===== config.mk =====
export PLATFORM = sky130hd
export DESIGN_NAME = riscv_div_unit
export DESIGN_NICKNAME = d
export VERILOG_FILES = /design/src/rtl/riscv_div_unit.sv
export SDC_FILE = /design/constraint.sdc
export NUM_CORES = 1
export LEC_CHECK = 0
export BUFFER_PORTS_ARGS = -buffer_cell sky130_fd_sc_hd__buf_2
export CAP_MARGIN = 40
export CORE_UTILIZATION = 60
export CTS_CLUSTER_DIAMETER = 150
export DETAILED_ROUTE_END_ITERATION = 12
export HOLD_SLACK_MARGIN = 0.05
export PLACE_DENSITY = 0.8
export SETUP_SLACK_MARGIN = 0.5
export SLEW_MARGIN = 20
export SYNTH_ARGS = -nofsm -noshare
export SYNTH_HDL_FRONTEND = slang
export SYNTH_SLANG_ARGS = --single-unit

===== constraint.sdc =====
create_clock -name clk -period 3.5 [get_ports clk]
set_input_delay 0.35 -clock clk [delete_from_list [all_inputs] [get_ports clk]]
set_output_delay 0.35 -clock clk [all_outputs]
set_load 0.1 [all_outputs]

===== src/rtl/riscv_div_unit.sv =====
// riscv_div_unit: multi-cycle RV32M DIV/DIVU/REM/REMU unit. It uses a radix-2
// restoring divider that produces one quotient bit per clock.
//
// Ports:
//   clk, rst_n          rising-edge clock, asynchronous active-low reset
//   start, funct3       divide instruction present; 1xx selects DIV/DIVU/REM/REMU
//   rs1_data, rs2_data  dividend / divisor from the register file
//   rd_addr             destination register
//   stall               combinational; holds PC/fetch from the issue cycle through FIX
//   busy                high in CALC and FIX
//   done                one-cycle result-valid pulse
//   result              quotient or remainder, held until overwritten
//   wb_addr, wb_en      register-file write port (wb_en suppressed for x0)
module riscv_div_unit #(
   parameter int unsigned DATA_SIZE    = 32,
   parameter int unsigned ADDRESS_SIZE = 5,
   parameter int unsigned CNT_SIZE     = 6
) (
   input  logic                    clk,
   input  logic                    rst_n,
   input  logic                    start,
   input  logic [2:0]              funct3,
   input  logic [DATA_SIZE-1:0]    rs1_data,
   input  logic [DATA_SIZE-1:0]    rs2_data,
   input  logic [ADDRESS_SIZE-1:0] rd_addr,
   output logic                    stall,
   output logic                    busy,
   output logic                    done,
   output logic [DATA_SIZE-1:0]    result,
   output logic [ADDRESS_SIZE-1:0] wb_addr,
   output logic                    wb_en
);

   localparam int unsigned MSB = DATA_SIZE - 1;
   localparam logic [DATA_SIZE-1:0] MIN_NEG = {1'b1, {(DATA_SIZE-1){1'b0}}};
   localparam logic [CNT_SIZE-1:0]  LAST_ITER = CNT_SIZE'(DATA_SIZE - 1);

   typedef enum logic [1:0] {IDLE, CALC, FIX, DONE} stateType;

   stateType               state;
   logic [DATA_SIZE-1:0]   quo;
   logic [DATA_SIZE-1:0]   remR;
   logic [DATA_SIZE-1:0]   divisor;
   logic [CNT_SIZE-1:0]    cnt;
   logic                   isRem;
   logic                   negQuo;
   logic                   negRem;

   // Decode of the issuing instruction (only meaningful in IDLE)
   logic                   accept;
   logic                   opSigned;
   logic                   opRem;
   logic                   neg1;
   logic                   neg2;
   logic [DATA_SIZE-1:0]   mag1;
   logic [DATA_SIZE-1:0]   mag2;
   logic                   divZero;
   logic                   overflow;
   logic [DATA_SIZE-1:0]   specialVal;

   assign accept   = (state == IDLE) && start && funct3[2];
   assign opSigned = ~funct3[0];
   assign opRem    = funct3[1];
   assign neg1     = opSigned & rs1_data[MSB];
   assign neg2     = opSigned & rs2_data[MSB];
   assign mag1     = neg1 ? -rs1_data : rs1_data;
   assign mag2     = neg2 ? -rs2_data : rs2_data;
   assign divZero  = (rs2_data == '0);
   assign overflow = opSigned && (rs1_data == MIN_NEG) && (rs2_data == '1);

   // Architected results for the cases that skip the iteration
   always_comb begin
      specialVal = '0;
      if (divZero)
         specialVal = opRem ? rs1_data : '1;
      else
         specialVal = opRem ? '0 : MIN_NEG;
   end

   // One restoring step. The compare is one bit wider than the data so that
   // the bit shifted out of the partial remainder is not lost.
   logic [DATA_SIZE:0]     remShift;
   logic                   remGeq;
   logic [DATA_SIZE-1:0]   remSub;
   logic [DATA_SIZE-1:0]   remNext;
   logic [DATA_SIZE-1:0]   quoNext;

   assign remShift = {remR, quo[MSB]};
   assign remGeq   = remShift >= {1'b0, divisor};
   // The true difference is below the divisor, so the low bits are exact
   assign remSub   = remShift[DATA_SIZE-1:0] - divisor;
   assign remNext  = remGeq ? remSub : remShift[DATA_SIZE-1:0];
   assign quoNext  = {quo[MSB-1:0], remGeq};

   // Sign correction applied in FIX
   logic [DATA_SIZE-1:0]   quoFix;
   logic [DATA_SIZE-1:0]   remFix;

   assign quoFix = negQuo ? -quo : quo;
   assign remFix = negRem ? -remR : remR;

   // The issuing cycle stalls before the state register has moved
   assign stall = accept || busy;

   // Control FSM and datapath registers
   always_ff @(posedge clk or negedge rst_n) begin
      if (!rst_n) begin
         state   <= IDLE;
         quo     <= '0;
         remR    <= '0;
         divisor <= '0;
         cnt     <= '0;
         isRem   <= 1'b0;
         negQuo  <= 1'b0;
         negRem  <= 1'b0;
         result  <= '0;
         wb_addr <= '0;
         busy    <= 1'b0;
         done    <= 1'b0;
         wb_en   <= 1'b0;
      end else begin
         case (state)
            IDLE: begin
               done  <= 1'b0;
               wb_en <= 1'b0;
               if (accept) begin
                  quo     <= mag1;
                  divisor <= mag2;
                  remR    <= '0;
                  cnt     <= '0;
                  isRem   <= opRem;
                  negQuo  <= neg1 ^ neg2;
                  negRem  <= neg1;
                  wb_addr <= rd_addr;
                  if (divZero || overflow) begin
                     result <= specialVal;
                     done   <= 1'b1;
                     wb_en  <= (rd_addr != '0);
                     state  <= DONE;
                  end else begin
                     busy  <= 1'b1;
                     state <= CALC;
                  end
               end
            end
            CALC: begin
               remR <= remNext;
               quo  <= quoNext;
               cnt  <= cnt + 1'b1;
               if (cnt == LAST_ITER)
                  state <= FIX;
            end
            FIX: begin
               result <= isRem ? remFix : quoFix;
               busy   <= 1'b0;
               done   <= 1'b1;
               wb_en  <= (wb_addr != '0);
               state  <= DONE;
            end
            DONE: begin
               // Start is not accepted here; it must be re-presented in IDLE
               done  <= 1'b0;
               wb_en <= 1'b0;
               state <= IDLE;
            end
            default: begin
               busy  <= 1'b0;
               done  <= 1'b0;
               wb_en <= 1'b0;
               state <= IDLE;
            end
         endcase
      end
   end

endmodule


# After elaboration in Yosys (flattened, before gate mapping)
# Index checks and enable logic that the tools add are counted.
[op_classes]
addsub = 6
mul = 0
div = 0
n_lt_le_gt_ge = 1
eq_ne = 10
shift = 0
mux = 31
n_bitwise = 4
n_reduce_logical = 18
[ops]
columns = ["cell", "n"]
rows = [
  ["$mux W32", 13],
  ["$pmux W32 S2", 3],
  ["$neg A32 Y32", 4],
  ["$eq A32 B32 Y1 const B", 2],
  ["$ge A33 B32 Y1", 1],
  ["$logic_not A32 Y1", 1],
  ["$sub A32 B32 Y32", 1],
  ["$pmux W6 S2", 1],
  ["$reduce_bool A5 Y1", 2],
  ["$pmux W2 S4", 1],
  ["$add A6 B1 Y6 const B", 1],
  ["$eq A6 B5 Y1 const B", 1],
  ["$mux W1", 6],
  ["$mux W2", 3],
  ["$mux W6", 1],
  ["$ne A2 B2 Y1 const B", 3],
  ["$pmux W1 S3", 2],
  ["$reduce_and A2 Y1", 3],
  ["$reduce_and A3 Y1", 2],
  ["$eq A2 B2 Y1 const B", 2],
  ["$logic_and A1 B1 Y1", 4],
  ["$reduce_bool A2 Y1", 2],
  ["$reduce_bool A3 Y1", 1],
  ["$and A1 B1 Y1", 2],
  ["other kinds (7)", 8],
]
[word_totals]
reg_bits = 147
latch_bits = 0
mem_bits_rw = 0
mem_bits_ro = 0
input_bits = 75
n_memories = 0

# Logic depth before layout (Yosys ltp)
[logic_depth]
depth_word = 7
depth_mapped = 13
depth_no_buf = 13

# Worst setup path after synthesis
# OpenSTA, ideal clock, no wires.
[synth_path]
kind = "register -> register"
from = "register remR[17]"
to = "register remR[20]"
setup_time_ns = 0.083
arrival_time_ns = 2.742
required_ns = 3.417
slack_ns = 0.675
path_stages_with_launch = 13
path_buffers = 3
path_cell_list = "dfrtp_1 > ha_1 > clkbuf_1 > a211oi_1 > nor2_1 > o41ai_1 > o21ai_0 > a21o_1 > a21boi_1 > clkbuf_1 > clkbuf_1 > a32oi_1 > o21ai_0"
[synth_via]
elab_chain_len = 3
word_cells_on_any_way = 4
cone_classes = "add/sub (1); order compare (1); mux (2)"
[synth_lines]
columns = ["element", "line_no", "text"]
rows = [
  ["from (decl)", "42", "logic [DATA_SIZE-1:0] remR;"],
  ["from (signal assigned)", "147", "remR <= remNext;"],
  ["$sub A32 B32 Y32 / $ge A33 B32 Y1 (equally long branches)", "91, 89", ""],
  ["$mux W32 *", "92", "assign remNext = remGeq ? remSub : remShift[DATA_SIZE-1:0];"],
  ["$pmux W32 S2 *", "122", "case (state)"],
]
# Every way passes the cells marked *; elsewhere a longest branch is shown, timed or not.
# A chain may end at the register's enable or synchronous reset.

# Worst setup path after layout
[layout_path]
from = "register remR[10]"
to = "register result[31]"
[layout_via]
elab_chain_len = 4
[layout_lines]
columns = ["element", "line_no", "text"]
rows = [
  ["$neg A32 Y32", "100", "assign remFix = negRem ? -remR : remR;"],
  ["$mux W32", "100", ""],
  ["$mux W32", "154", "result <= isRem ? remFix : quoFix;"],
  ["$pmux W32 S2", "122", ""],
  ["to (signal assigned)", "136", "result <= specialVal;"],
  ["to (signal assigned)", "154", ""],
  ["to (decl)", "29", "output logic [DATA_SIZE-1:0] result,"],
]
# Every way passes these cells.

==> flow_summary.ini <==
[synth]
synth.cell_area_um2 = 10900
synth_area_leaders = dfrtp_1 34%, xnor2_1 7.4%, nand2_1 6.0%, o21ai_0 5.6%, ha_1 5.0%
synthCells = 1345
synth_top_area_cell = dfrtp_1
synth-edff-count = 0
synth_nets = 1465
async_reset_ff_frac = 1.00
synth_flop_cell = dfrtp_1
synth_top_area_frac = 0.336
seq_area_frac_synth = 0.336
syn_area_per_cell_um2 = 8.13
yosysWarnings = 0
synthDistinctLibCells = 81
ys_seq_elements = 147

[timing]
fmax_mhz = 338
tns_ns = 0
timing.final.ws_setup_ns = 0.545
finalClockSkew_ns = 0.00689
drv_slew = 0
finalHoldViolCount = 0
period_share = 0.844
min_period_ns = 2.95
setup_viol = 0
rsz0062_at_grt = true
relSlewSlack = 0.578
tightestPinTransition_ns = 0.632

[floorplanning]
die_h_um = 137
core_area_um2 = 17900
dieArea_um2 = 18800
die_x_um = 137
start_util = 0.611
num_rows = 49
io_pins = 116

[cts]
cts-root-buf = clkbuf_16
clk_pin_slew_worst_paths_ns = 0.06
cts_tree = built
numCtsBuffers = 17
clock_sinks = 147
h-tree-depth = 4
cts_buffer_depth = 2
clkLatencyLatePin_ns = 0.44

[hold_path]
hp-start = rd_addr[2]
hold_path_depth = 3
hold_class = in2reg
min_to = wb_addr[2]$_DFFE_PN0P_

[routing]
vias = 10916
drcViolationCount = 0
drt.antenna.violating_nets = 0
drtIter0Drc = 1254
wl_um = 32100
wire_per_inst_um = 18.8
drt-pass1-iter-count = 8
vias_per_cell = 6.41

[place]
dp_worst_setup_slack_ns = 0.347
dp.cells = 1659
place.gp.congestion = 0.969
hpwl_um = 22700
port_buffers = 115

[job]
max_cap_viol_count = 0

[global_route]
overflow = 0
first_global_vias = 9977
grt_pass1_wl_um = 50200
gr-usage-met3 = 0.0719
antenna_found_initial = 0
track_usage = 0.345
grt_max_degree = 68
grt-busiest-layer = met2
use_met2 = 0.549
grt_use_met1 = 0.453

[critical_path]
worst_r2r_endpoint = result[31]$_DFFE_PN0P_
path_delay_family = simple AND/OR/NAND/NOR gates
required_ns = 3.82
reg2reg_from = remR[10]$_DFFE_PN0P_
start_kind = flop
path_cells = or4_1 > nor4_4 > nand3_2 > o41ai_1 > xor2_1 > o221ai_2 > mux2_2
max_stage_delay_ns = 0.64
cp_num_buf_inv = 0
crit_type = reg2reg
cp-end-kind = flop
ff2ff_setup_slack_ns = 0.55
worst_path_max_delay_cell = or4_1
rr_worst_depth = 7
crit_fanout = 7
path_depth = 7
cp.arrival_ns = 3.27

[layout]
filler_cell_count = 1427
antenna_cells = 0
finalNonFillerCells = 1704
area_growth_pct = 16.6
nets = 1582
drive_gt1_frac = 0.167

[status]
status = finished clean
## cell type report
cell class | count | area, um2 | share of cell area
clock buffer | 23 | 498 | 0.0390
timing repair buffer | 165 | 1020 | 0.0800
multi-input combinational | 1076 | 6960 | 0.545
inverter | 55 | 206 | 0.0162
clock inverter | 9 | 101 | 0.00794
tap | 229 | 287 | 0.0225
sequential | 147 | 3690 | 0.289
## layout by cell type, fill, tap and decap left out, drive strengths merged, types with 15 or more instances in the layout
cell type	count
nand2	174
buf	163
o21ai	162
dfrtp	147
a21oi	108
nor2	98
xnor2	92
xor2	57
inv	54
ha	44
o22ai	34
nor3	27
clkbuf	24
o31ai	22
nand2b	21
nand4	21
nor4	17
a22oi	15
## cells by family (layout without fill, tap and decap cells)
group / after synthesis / in the layout / share of synthesized area
fa+ha+maj: 45 / 45 / 0.0522
flops: 147 / 147 / 0.336
compound gates: 444 / 444 / 0.250
mux: 18 / 18 / 0.0169
buf+inv: 122 / 252 / 0.0428
xor+xnor: 149 / 149 / 0.119
simple gates: 420 / 420 / 0.183
## registers in the layout, indices dropped and copies added (netlist names), 2 cells and up
register and flops:
divisor 32, quo 32, remR 32, result 32
cnt 6, wb_addr 5, state 2
## tightest hold or removal path: stages
cell and delay [ns]:
buf_2 0.08, nand2_1 0.04, nand2_1 0.05
## worst max-delay path by stage
stage	start	end	slack, ns
after global placement	quo[4]$_DFFE_PN0P_	result[31]$_DFFE_PN0P_	0.39
after global routing	remR[14]$_DFFE_PN0P_	remR[13]$_DFFE_PN0P_	0.43
after floorplan	remR[17]$_DFFE_PN0P_	remR[20]$_DFFE_PN0P_	0.68
final	remR[10]$_DFFE_PN0P_	result[31]$_DFFE_PN0P_	0.55
after CTS	remR[10]$_DFFE_PN0P_	result[31]$_DFFE_PN0P_	0.49
after detailed placement	quo[4]$_DFFE_PN0P_	result[31]$_DFFE_PN0P_	0.35
## cells in the mapped netlist (21+ instances only)
master / n
nand2_1: 174
dfrtp_1: 147
o21ai_0: 123
a21oi_1: 108
nor2_1: 97
xnor2_1: 92
clkbuf_1: 61
xor2_1: 57
inv_1: 53
ha_1: 44
o21ai_1: 38
o22ai_1: 33
nor3_1: 26
nand2b_1: 21
o31ai_1: 21
## stage by stage
stage | instance area [um2] | util | hold WS (ns)
floorplan | 10900 | - | 0.0544
global route | 12800 | 0.713 | 0.126
finish | 12800 | 0.713 | 0.124
detailed placement | 11900 | 0.664 | 0.397
global placement | 11900 | 0.663 | 0.398
CTS | 12500 | 0.700 | 0.118
## per-layer routing
layer  routed length (um)  share of wire
met5                    0              0
met4                 1060          0.033
met3                 2980          0.093
met2                14700           0.46
met1                13300           0.42
## repair_timing
item	CTS	global route
setup endpoints to repair	8	34
hold endpoints to repair	64	0
cloned	0	1
hold buffers	1	0
setup buffers	4	3
gates resized for setup	4	29
pin swaps	3	7
Power is left out: the tool's default activity adds up to more than one toggle a clock period on the data nets, which glitch-free logic cannot reach.
